<file path="src/rtl/alu_pkg.sv">
// Shared ALU lane definitions: control codes, widths, flag bit positions and the queued op record.
package alu_pkg;

    localparam int ALU_CTRL_W = 3;
    localparam int DATA_W     = 32;
    localparam int SHAMT_W    = 5;
    localparam int FLAGS_W    = 3;
    localparam int TAG_MAX_W  = 8;

    localparam logic [ALU_CTRL_W-1:0] ALU_AND = 3'b000;
    localparam logic [ALU_CTRL_W-1:0] ALU_OR  = 3'b001;
    localparam logic [ALU_CTRL_W-1:0] ALU_ADD = 3'b010;
    localparam logic [ALU_CTRL_W-1:0] ALU_SLL = 3'b011;
    localparam logic [ALU_CTRL_W-1:0] ALU_SRL = 3'b100;
    localparam logic [ALU_CTRL_W-1:0] ALU_XOR = 3'b101;
    localparam logic [ALU_CTRL_W-1:0] ALU_SUB = 3'b110;
    localparam logic [ALU_CTRL_W-1:0] ALU_SLT = 3'b111;

    localparam int FLAG_COUT = 2;
    localparam int FLAG_OVF  = 1;
    localparam int FLAG_ZE   = 0;

    // Tag field is sized for the widest lane; narrower lanes zero-extend on entry.
    typedef struct packed {
        logic [ALU_CTRL_W-1:0]   ctrl;
        logic signed [DATA_W-1:0] a;
        logic signed [DATA_W-1:0] b;
        logic [SHAMT_W-1:0]      shamt;
        logic [TAG_MAX_W-1:0]    tag;
    } alu_op_t;

endpackage

</file>
<file path="src/rtl/alu_issue_stage_if.sv">
// Dispatch-side and writeback-side handshake bundle of one ALU issue lane.
interface alu_issue_stage_if
    import alu_pkg::*;
#(
    parameter int TAG_W = 5
);
    logic                     in_valid;
    logic                     in_ready;
    logic [ALU_CTRL_W-1:0]    in_ctrl;
    logic [DATA_W-1:0]        in_a;
    logic [DATA_W-1:0]        in_b;
    logic [SHAMT_W-1:0]       in_shamt;
    logic [TAG_W-1:0]         in_tag;

    logic                     wb_valid;
    logic                     wb_ready;
    logic [DATA_W-1:0]        wb_result;
    logic [FLAGS_W-1:0]       wb_flags;
    logic [TAG_W-1:0]         wb_tag;

    modport master (
        output in_valid, in_ctrl, in_a, in_b, in_shamt, in_tag, wb_ready,
        input  in_ready, wb_valid, wb_result, wb_flags, wb_tag
    );

    modport slave (
        input  in_valid, in_ctrl, in_a, in_b, in_shamt, in_tag, wb_ready,
        output in_ready, wb_valid, wb_result, wb_flags, wb_tag
    );

endinterface

</file>
<file path="src/rtl/alu_op_fifo.sv">
// In-order circular buffer of decoded ALU ops with an occupancy count; flush squashes all entries.
module alu_op_fifo #(
    parameter int  DEPTH   = 4,
    parameter type entry_t = logic
) (
    input  logic   clk,
    input  logic   rst_n,
    input  logic   flush,
    input  logic   push,
    input  logic   pop,
    input  entry_t din,
    output entry_t head,
    output logic   full,
    output logic   empty
);
    localparam int PTR_W = $clog2(DEPTH);
    localparam int CNT_W = PTR_W + 1;

    entry_t             mem [DEPTH];
    logic [PTR_W-1:0]   rd_ptr;
    logic [PTR_W-1:0]   wr_ptr;
    logic [CNT_W-1:0]   count;
    logic               do_push;
    logic               do_pop;

    assign full    = (count == CNT_W'(DEPTH));
    assign empty   = (count == '0);
    assign do_push = push & ~full;
    assign do_pop  = pop & ~empty;
    assign head    = mem[rd_ptr];

    // DEPTH is a power of two, so pointer increments wrap on their own.
    always_ff @(posedge clk) begin
        if (!rst_n || flush) begin
            rd_ptr <= '0;
            wr_ptr <= '0;
            count  <= '0;
        end else begin
            if (do_push) wr_ptr <= wr_ptr + PTR_W'(1);
            if (do_pop)  rd_ptr <= rd_ptr + PTR_W'(1);
            case ({do_push, do_pop})
                2'b10:   count <= count + CNT_W'(1);
                2'b01:   count <= count - CNT_W'(1);
                default: count <= count;
            endcase
        end
    end

    always_ff @(posedge clk) begin
        if (do_push) mem[wr_ptr] <= din;
    end

endmodule

</file>
<file path="src/rtl/alu_issue_stage.sv">
// ALU lane issue queue plus registered writeback slot; define ALU_ISSUE_BYPASS_EN to let an op
// arriving at an empty queue go straight to the ALU in the same cycle.
module alu_issue_stage
    import alu_pkg::*;
#(
    parameter int DEPTH = 4,
    parameter int TAG_W = 5
) (
    input  logic                   clk,
    input  logic                   rst_n,
    input  logic                   flush,
    alu_issue_stage_if.slave       io,
    output logic [ALU_CTRL_W-1:0]  alu_ctrl,
    output logic [DATA_W-1:0]      alu_a,
    output logic [DATA_W-1:0]      alu_b,
    output logic [SHAMT_W-1:0]     alu_shamt,
    input  logic [DATA_W-1:0]      alu_r,
    input  logic                   alu_cout,
    input  logic                   alu_ovf,
    input  logic                   alu_ze
);
    alu_op_t              in_op_p0;
    alu_op_t              head_op_p0;
    alu_op_t              issue_op_p0;
    logic                 full;
    logic                 empty;
    logic                 enq;
    logic                 slot_free;
    logic                 issue_q;
    logic                 bypass;
    logic                 issue_any;
    logic                 push;
    logic [FLAGS_W-1:0]   flags_p0;
    logic                 unused_tag_bits;

    logic                 wb_vld_p1;
    logic [DATA_W-1:0]    wb_result_p1;
    logic [FLAGS_W-1:0]   wb_flags_p1;
    logic [TAG_W-1:0]     wb_tag_p1;

    assign in_op_p0 = '{ctrl:  io.in_ctrl,
                        a:     io.in_a,
                        b:     io.in_b,
                        shamt: io.in_shamt,
                        tag:   TAG_MAX_W'(io.in_tag)};

    // No credit for a same-cycle issue: readiness depends on registered occupancy only.
    assign io.in_ready = ~full;
    assign enq         = io.in_valid & ~full;
    assign slot_free   = ~wb_vld_p1 | io.wb_ready;
    assign issue_q     = ~empty & slot_free;

`ifdef ALU_ISSUE_BYPASS_EN
    assign bypass = empty & enq & slot_free;
`else
    assign bypass = 1'b0;
`endif

    assign issue_any = issue_q | bypass;
    assign push      = enq & ~bypass;

    alu_op_fifo #(
        .DEPTH   (DEPTH),
        .entry_t (alu_op_t)
    ) u_fifo (
        .clk   (clk),
        .rst_n (rst_n),
        .flush (flush),
        .push  (push),
        .pop   (issue_q),
        .din   (in_op_p0),
        .head  (head_op_p0),
        .full  (full),
        .empty (empty)
    );

    // Stage p0: select the op presented to the combinational ALU.
    always_comb begin
        issue_op_p0 = head_op_p0;
        if (empty)  issue_op_p0 = '0;
        if (bypass) issue_op_p0 = in_op_p0;
    end

    assign alu_ctrl  = issue_op_p0.ctrl;
    assign alu_a     = issue_op_p0.a;
    assign alu_b     = issue_op_p0.b;
    assign alu_shamt = issue_op_p0.shamt;

    assign unused_tag_bits = ^issue_op_p0.tag;

    always_comb begin
        flags_p0            = '0;
        flags_p0[FLAG_COUT] = alu_cout;
        flags_p0[FLAG_OVF]  = alu_ovf;
        flags_p0[FLAG_ZE]   = alu_ze;
    end

    // Stage p1: writeback slot; data holds its last value once the consumer drains it.
    always_ff @(posedge clk) begin
        if (!rst_n) begin
            wb_vld_p1    <= 1'b0;
            wb_result_p1 <= '0;
            wb_flags_p1  <= '0;
            wb_tag_p1    <= '0;
        end else if (flush) begin
            wb_vld_p1    <= 1'b0;
        end else if (issue_any) begin
            wb_vld_p1    <= 1'b1;
            wb_result_p1 <= alu_r;
            wb_flags_p1  <= flags_p0;
            wb_tag_p1    <= issue_op_p0.tag[TAG_W-1:0];
        end else if (io.wb_ready) begin
            wb_vld_p1    <= 1'b0;
        end
    end

    assign io.wb_valid  = wb_vld_p1;
    assign io.wb_result = wb_result_p1;
    assign io.wb_flags  = wb_flags_p1;
    assign io.wb_tag    = wb_tag_p1;

endmodule

</file>
<file path="src/flat_wrapper.sv">
// flat-port wrapper written by rule: the top's interface ports become plain ports
module alu_issue_stage_flat import alu_pkg::*;
#(
    parameter int DEPTH = 4,
    parameter int TAG_W = 5
)
  (clk, rst_n, flush, alu_ctrl, alu_a, alu_b, alu_shamt, alu_r, alu_cout, alu_ovf, alu_ze, io_in_valid, io_in_ctrl, io_in_a, io_in_b, io_in_shamt, io_in_tag, io_wb_ready, io_in_ready, io_wb_valid, io_wb_result, io_wb_flags, io_wb_tag);
  alu_issue_stage_if #(.TAG_W(TAG_W)) io_i ();
  input  logic clk;
  input  logic rst_n;
  input  logic flush;
  output logic [ALU_CTRL_W-1:0] alu_ctrl;
  output logic [DATA_W-1:0] alu_a;
  output logic [DATA_W-1:0] alu_b;
  output logic [SHAMT_W-1:0] alu_shamt;
  input  logic [DATA_W-1:0] alu_r;
  input  logic alu_cout;
  input  logic alu_ovf;
  input  logic alu_ze;
  input wire logic [$bits(io_i.in_valid)-1:0] io_in_valid;
  input wire logic [$bits(io_i.in_ctrl)-1:0] io_in_ctrl;
  input wire logic [$bits(io_i.in_a)-1:0] io_in_a;
  input wire logic [$bits(io_i.in_b)-1:0] io_in_b;
  input wire logic [$bits(io_i.in_shamt)-1:0] io_in_shamt;
  input wire logic [$bits(io_i.in_tag)-1:0] io_in_tag;
  input wire logic [$bits(io_i.wb_ready)-1:0] io_wb_ready;
  output wire logic [$bits(io_i.in_ready)-1:0] io_in_ready;
  output wire logic [$bits(io_i.wb_valid)-1:0] io_wb_valid;
  output wire logic [$bits(io_i.wb_result)-1:0] io_wb_result;
  output wire logic [$bits(io_i.wb_flags)-1:0] io_wb_flags;
  output wire logic [$bits(io_i.wb_tag)-1:0] io_wb_tag;
  assign io_i.in_valid = io_in_valid;
  assign io_i.in_ctrl = io_in_ctrl;
  assign io_i.in_a = io_in_a;
  assign io_i.in_b = io_in_b;
  assign io_i.in_shamt = io_in_shamt;
  assign io_i.in_tag = io_in_tag;
  assign io_i.wb_ready = io_wb_ready;
  assign io_in_ready = io_i.in_ready;
  assign io_wb_valid = io_i.wb_valid;
  assign io_wb_result = io_i.wb_result;
  assign io_wb_flags = io_i.wb_flags;
  assign io_wb_tag = io_i.wb_tag;
  alu_issue_stage #(.DEPTH(DEPTH), .TAG_W(TAG_W)) u_core (.clk(clk), .rst_n(rst_n), .flush(flush), .io(io_i), .alu_ctrl(alu_ctrl), .alu_a(alu_a), .alu_b(alu_b), .alu_shamt(alu_shamt), .alu_r(alu_r), .alu_cout(alu_cout), .alu_ovf(alu_ovf), .alu_ze(alu_ze));
endmodule
</file>
<file path="config.mk">
export PLATFORM = sky130hd
export DESIGN_NAME = alu_issue_stage_flat
export DESIGN_NICKNAME = d
export VERILOG_FILES = /design/src/rtl/alu_pkg.sv /design/src/rtl/alu_issue_stage_if.sv /design/src/rtl/alu_op_fifo.sv /design/src/rtl/alu_issue_stage.sv /design/src/flat_wrapper.sv
export SDC_FILE = /design/constraint.sdc
export NUM_CORES = 1
export LEC_CHECK = 0
export BUFFER_PORTS_ARGS = -buffer_cell sky130_fd_sc_hd__buf_2
export CAP_MARGIN = 10
export CORE_MARGIN = 3
export CORE_UTILIZATION = 57
export DETAILED_ROUTE_END_ITERATION = 16
export GPL_ROUTABILITY_DRIVEN = 0
export PLACE_DENSITY = 0.85
export SYNTH_ARGS = -nofsm -noshare
export SYNTH_HDL_FRONTEND = slang
export SYNTH_HIERARCHICAL = 1
export SYNTH_SLANG_ARGS = --single-unit
</file>
<file path="constraint.sdc">
create_clock -name clk -period 3.7 [get_ports clk]
set_input_delay 0.185 -clock clk [delete_from_list [all_inputs] [get_ports clk]]
set_output_delay 0.185 -clock clk [all_outputs]
set_load 0.05 [all_outputs]
</file>
======== After elaboration in Yosys (flattened, before gate mapping) ========
Memory sizes are Yosys's and may differ from the RTL's. A register that Yosys moved wholly into a read port is not among the register bits.
Cells that the tools add are included.
word-level totals
  flip-flop bits (word level) ............. 48
  RAM bits ................................ 308
  input bits .............................. 117
  output and inout port bits .............. 114
  word-level logic and storage cells ...... 40
  memories kept ........................... 1
memories
  name               depth  width  read ports  clocked after Yosys merged registers in  wr ports  RTL line           text
  u_core.u_fifo.mem  4      77     1           1                                        1         alu_op_fifo.sv:19  entry_t mem [DEPTH];
operators by class
  $add $sub $neg .......................... 4
  equality and inequality tests ........... 3
  mux-type cells .......................... 8
  bitwise gates (word level) .............. 10
  reductions and logical operators ........ 7
operator list
  kind                                                 count
  two-way mux 80 bit                                   1
  case mux 3 bit (2 select lines)                      1
  NOT 1 bit                                            5
  adder 2 x 1 -> 2 bit, second input constant          2
  bitwise AND 1 bit                                    4
  two-way mux 1 bit                                    4
  two-way mux 2 bit                                    2
  nonzero test 2 bit                                   2
  adder 3 x 1 -> 3 bit, second input constant          1
  equality test 3 bit, second input constant           1
  zero test 3 bit                                      1
  subtractor 3 x 1 -> 3 bit, second input constant     1
  equality test 2 x 1 -> 1 bit, second input constant  1
  equality test 2 bit, second input constant           1
  AND reduction 2 bit                                  1
  OR reduction 2 bit                                   1
  zero test 1 bit                                      1
  logical OR 1 bit                                     1
  OR 1 bit                                             1

======== Logic depth before layout (Yosys ltp) ========
  depth after elaboration ................. 6
  gate-level depth with buffers ........... 11
  depth with buffers taken out ............ 11

======== By module ========
Netlist, hierarchy kept.
modules (own cells, without submodules)
  module           instances  cells an instance  area each (um^2)  seq. area each (um^2)
  alu_op_fifo      1          473                12,104.1          9,789.4
  alu_issue_stage  1          334                2,730.1           820.8

======== Worst setup path after synthesis ========
Ideal clock, no wire load.
  path type ............................... reg-to-reg
  start point ............................. reg u_core.u_fifo.count[2]
  end point ............................... mem u_core/u_fifo/mem[0][0] in the netlist's numbering (enable)
  library setup time ...................... 0.447 ns
  data arrival time ....................... 2.776 ns
  data required time ...................... 3.253 ns
  setup slack ............................. 0.476 ns
  cell stages (with the launch flop) ...... 6
  path buffers ............................ 0
  clock period less this slack ............ 3.224 ns
  path through ............................ dfxtp_1 > nor3b_2 > nor2b_1 > inv_1 > nor2_1 > and2_1
between the ends
  cells in the longest elaborated chain, start to end .. 6
RTL lines
  element                                  RTL line               text
  start, declared                          alu_op_fifo.sv:22      logic [CNT_W-1:0] count;
  start signal, assigned                   alu_op_fifo.sv:42      2'b10: count <= count + CNT_W'(1);
  start signal, assigned                   alu_op_fifo.sv:43      2'b01: count <= count - CNT_W'(1);
  start signal, assigned                   alu_op_fifo.sv:44      default: count <= count;
  equality test 3 bit                      alu_op_fifo.sv:26      assign full = (count == CNT_W'(DEPTH));
  via u_core.full                          alu_issue_stage.sv:25  logic full;
  NOT 1 bit                                alu_issue_stage.sv:49  assign enq = io.in_valid & ~full;
  bitwise AND 1 bit                        alu_issue_stage.sv:49
  via u_core.enq                           alu_issue_stage.sv:27  logic enq;
  bitwise AND 1 bit                        alu_op_fifo.sv:28      assign do_push = push & ~full;
  two-way mux 1 bit                        alu_op_fifo.sv:50      if (do_push) mem[wr_ptr] <= din;
  two-way mux 1 bit (not written as such)  alu_op_fifo.sv:50
  end, declared                            alu_op_fifo.sv:19
The timed path passes the listed nets, and every way through them passes these cells.

==> results <==
- Dividing the final minimum period by the clock period gives 0.7271.
- Port buffering added 230 buffers.
- The total clock buffers created by CTS is 37.
- The number of global-route vias before repair is 8095.
- The number of cells after detailed placement is 1244.
- The overall overflow remaining after global route is 0.
- Max-cap violations in this run came to 0.
- The measured slew at the worst slew-check pin is 0.9153 ns.
- The post-DP HPWL is 16540 um.
- In the layout the commonest cells are 308 x sky130_fd_sc_hd__edfxtp_1, 230 x sky130_fd_sc_hd__buf_2, 113 x sky130_fd_sc_hd__dlygate4sd3_1.
- In this run the worst path has a maximum fanout of 19.
- The number of detailed-routing iterations run before antenna repair is 6.
- For this block, the routed nets add up to 29390 um of wire.
- The type of origin of the critical path is a register.
- The signal on the critical path passes through buf_4 -> mux4_2 -> nor2b_1 -> buf_2.
- The clock latency at the later pin of the worst-skew pair is 0.50 ns.
- The largest incremental delay on the critical path is 0.58 ns.
- The analysis attributes to cell leakage a power of ~6.4 nW.
- The number of rows created at floorplan is 57.
- The post-layout total power is around 8.6 mW.
- The required time of the critical path is between 3 and 4 ns.
- Setup repair after global routing left no endpoint under its margin.
- The post-CTS clock slew at the launch and capture registers of the worst setup and hold paths is 0.06 ns.
- Leaving out filler cells and counting taps, the final layout contains between 1000 and 1500.
- For this design the ratio of total power to cell area is 490.5 mW/mm^2.
- The core outline area is 0.02460 mm^2.
- The worst min-delay path category is in -> reg.
- The wire length of the first global-routing pass is roughly 45000 um.
- The total nets after synthesis is 914.
- The share of post-route cells with drive strength above 1 is 0.3434.
- The die outline height is around 160 um.
- The overall global routing resource usage is 0.2185.
- After detailed routing, the number of vias per cell comes to 5.485.
- The final number of setup-violating endpoints is 0.
- The count of mapped cells out of synthesis is 791.
- The maximum level of the CTS H-tree is 2.
- The number of antenna violations at the first check in global routing came to 2.
- For this design the top-level I/O count stands at between 200 and 250.
- Counting the fill cells in the layout gives 1442.
- The arrival time of data at the critical path endpoint is 2.51 ns.
- The die width is 165.0 um.
- The per-cell routed wire length is 20.70 um.
- Headroom to the max-slew limit came out at 0.3898.
- TritonCTS built the clock tree.
- The run finished with clean final reports.
- The cell type of the slowest stage on the worst timing path is sky130_fd_sc_hd__dfxtp_4.
- After layout, the minimum clock period comes to roughly 2.7 ns.
- Registers take 0.01026 mm^2.
- The maximum buffer depth of the clock tree is 3.
- For this run, the top clock speed supported by timing is 0.3717 GHz.
- The initial detailed-routing violation count is 762.
- The multi-input combinational cells in the finished layout cover a total of 0.003254 mm^2.
- From synthesis to final layout, the design area changed by 21.37%.
- The die area is 0.02721 mm^2.
- The leading cell type in the layout, fill and taps excluded is sky130_fd_sc_hd__edfxtp_1.
- Setup total negative slack on the finished layout was measured at 0 ns.
- The worst-case vdd ir drop is 0.0003406 V.
- The number of hold violations in the final report is 0.
- The clock sink total is about 360.
- The starting density of the core is 0.5854.
- The number of nets in the layout is 1195.
- The cell area after technology mapping is between 0.01 and 0.015 mm^2.
- Across all layers, the routed design uses around 7800 vias.
- Entering global routing, the biggest net connects 82 pins.
- The Yosys step of the flow raised 6 warnings.
- The worst setup path is captured at an output pin.
- The worst-case clock skew is 0.01313 ns.
- The final count of pins violating max slew is 0.
- The cell sitting at the root of the clock tree is a sky130_fd_sc_hd__clkbuf_16.
- Each instance of the synthesized netlist takes up on average 18.21 um^2.
- After detailed routing, the number of remaining DRC violations is 0.
- The critical path class is reg -> out.
- The count of nets left with antenna violations after detail routing is 0.
-- stage by stage --
| stage | instance area, um^2 | setup WS (ns) | util | hold slack (ns) |
|---|---|---|---|---|
| 3_5_place_dp | 15260 | 1.249 | 0.6203 | 0.3996 |
| 6_report | 17480 | 1.010 | 0.7105 | 0.04786 |
| 3_3_place_gp | 15260 | 1.323 | 0.6203 | 0.3988 |
| 5_1_grt | 17480 | 0.8164 | 0.7105 | 0.05212 |
| 2_1_floorplan | 14400 | 0.5472 | - | 0.2611 |
| 4_1_cts | 17470 | 0.9220 | 0.7099 | 0.00001441 |
-- sequential cells by signal (all words and copies together) (netlist names), named ones only --
register	count
u_core/u_fifo/mem	308
u_core/io.wb_valid	1
u_core/u_fifo/wr_ptr	2
u_core/u_fifo/count	3
u_core/io.wb_result	32
u_core/io.wb_tag	5
u_core/io.wb_flags	3
u_core/u_fifo/rd_ptr	2
-- final timing paths --
check / start / end / slack (ns) / cells after the start
worst min-delay path: io_wb_ready / u_core/io.wb_valid / 0.05 / 4
worst min register to register: u_core/io.wb_result[10] / u_core/io.wb_result[10] / 0.46 / 2
worst max register to register: u_core/u_fifo/count[2] / u_core/u_fifo/count[2] / 1.21 / 11
worst max-delay path: register / alu_a[0] / 1.01 / 4
-- worst max-delay path, delay by kind of cell, from the launching register on --
family	cells	cell delay, ns
muxes	1	0.55
buffers and inverters	2	0.69
DFF	1	0.58
and+or+nand+nor	1	0.16
-- power by group --
part | internal, mW | leakage, nW | switching [mW]
clock network | 1.91 | 0.528 | 1.40
logic | 0.283 | 2.64 | 0.453
registers | 4.49 | 3.23 | 0.0328
-- area by class of cell --
| cell class | count | share of cell area |
|---|---|---|
| antenna | 1 | 0.0001432 |
| clock buffer | 46 | 0.05733 |
| clock inverter | 16 | 0.004652 |
| inverter | 10 | 0.002147 |
| multi-input combinational | 311 | 0.1862 |
| sequential | 358 | 0.5868 |
| tap | 324 | 0.02319 |
| timing repair buffer | 354 | 0.1396 |
-- repair_timing --
| item | in CTS | in global routing |
|---|---|---|
| hold endpoints to repair | 343 | 1 |
| hold buffers | 112 | 1 |
| gates resized for setup | 0 | 0 |
| setup buffers | 0 | 0 |
| setup endpoints to repair | 0 | 0 |
-- per-layer routing --
metal	vias to the layer above	track usage	routed length [um]
li1	3460	-	-
met1	3919	0.2881	11480
met2	356	0.3728	14910
met3	52	0.04615	2392
met4	2	0.06100	589
met5	-	0	13
(Power assumes the default switching activity.)
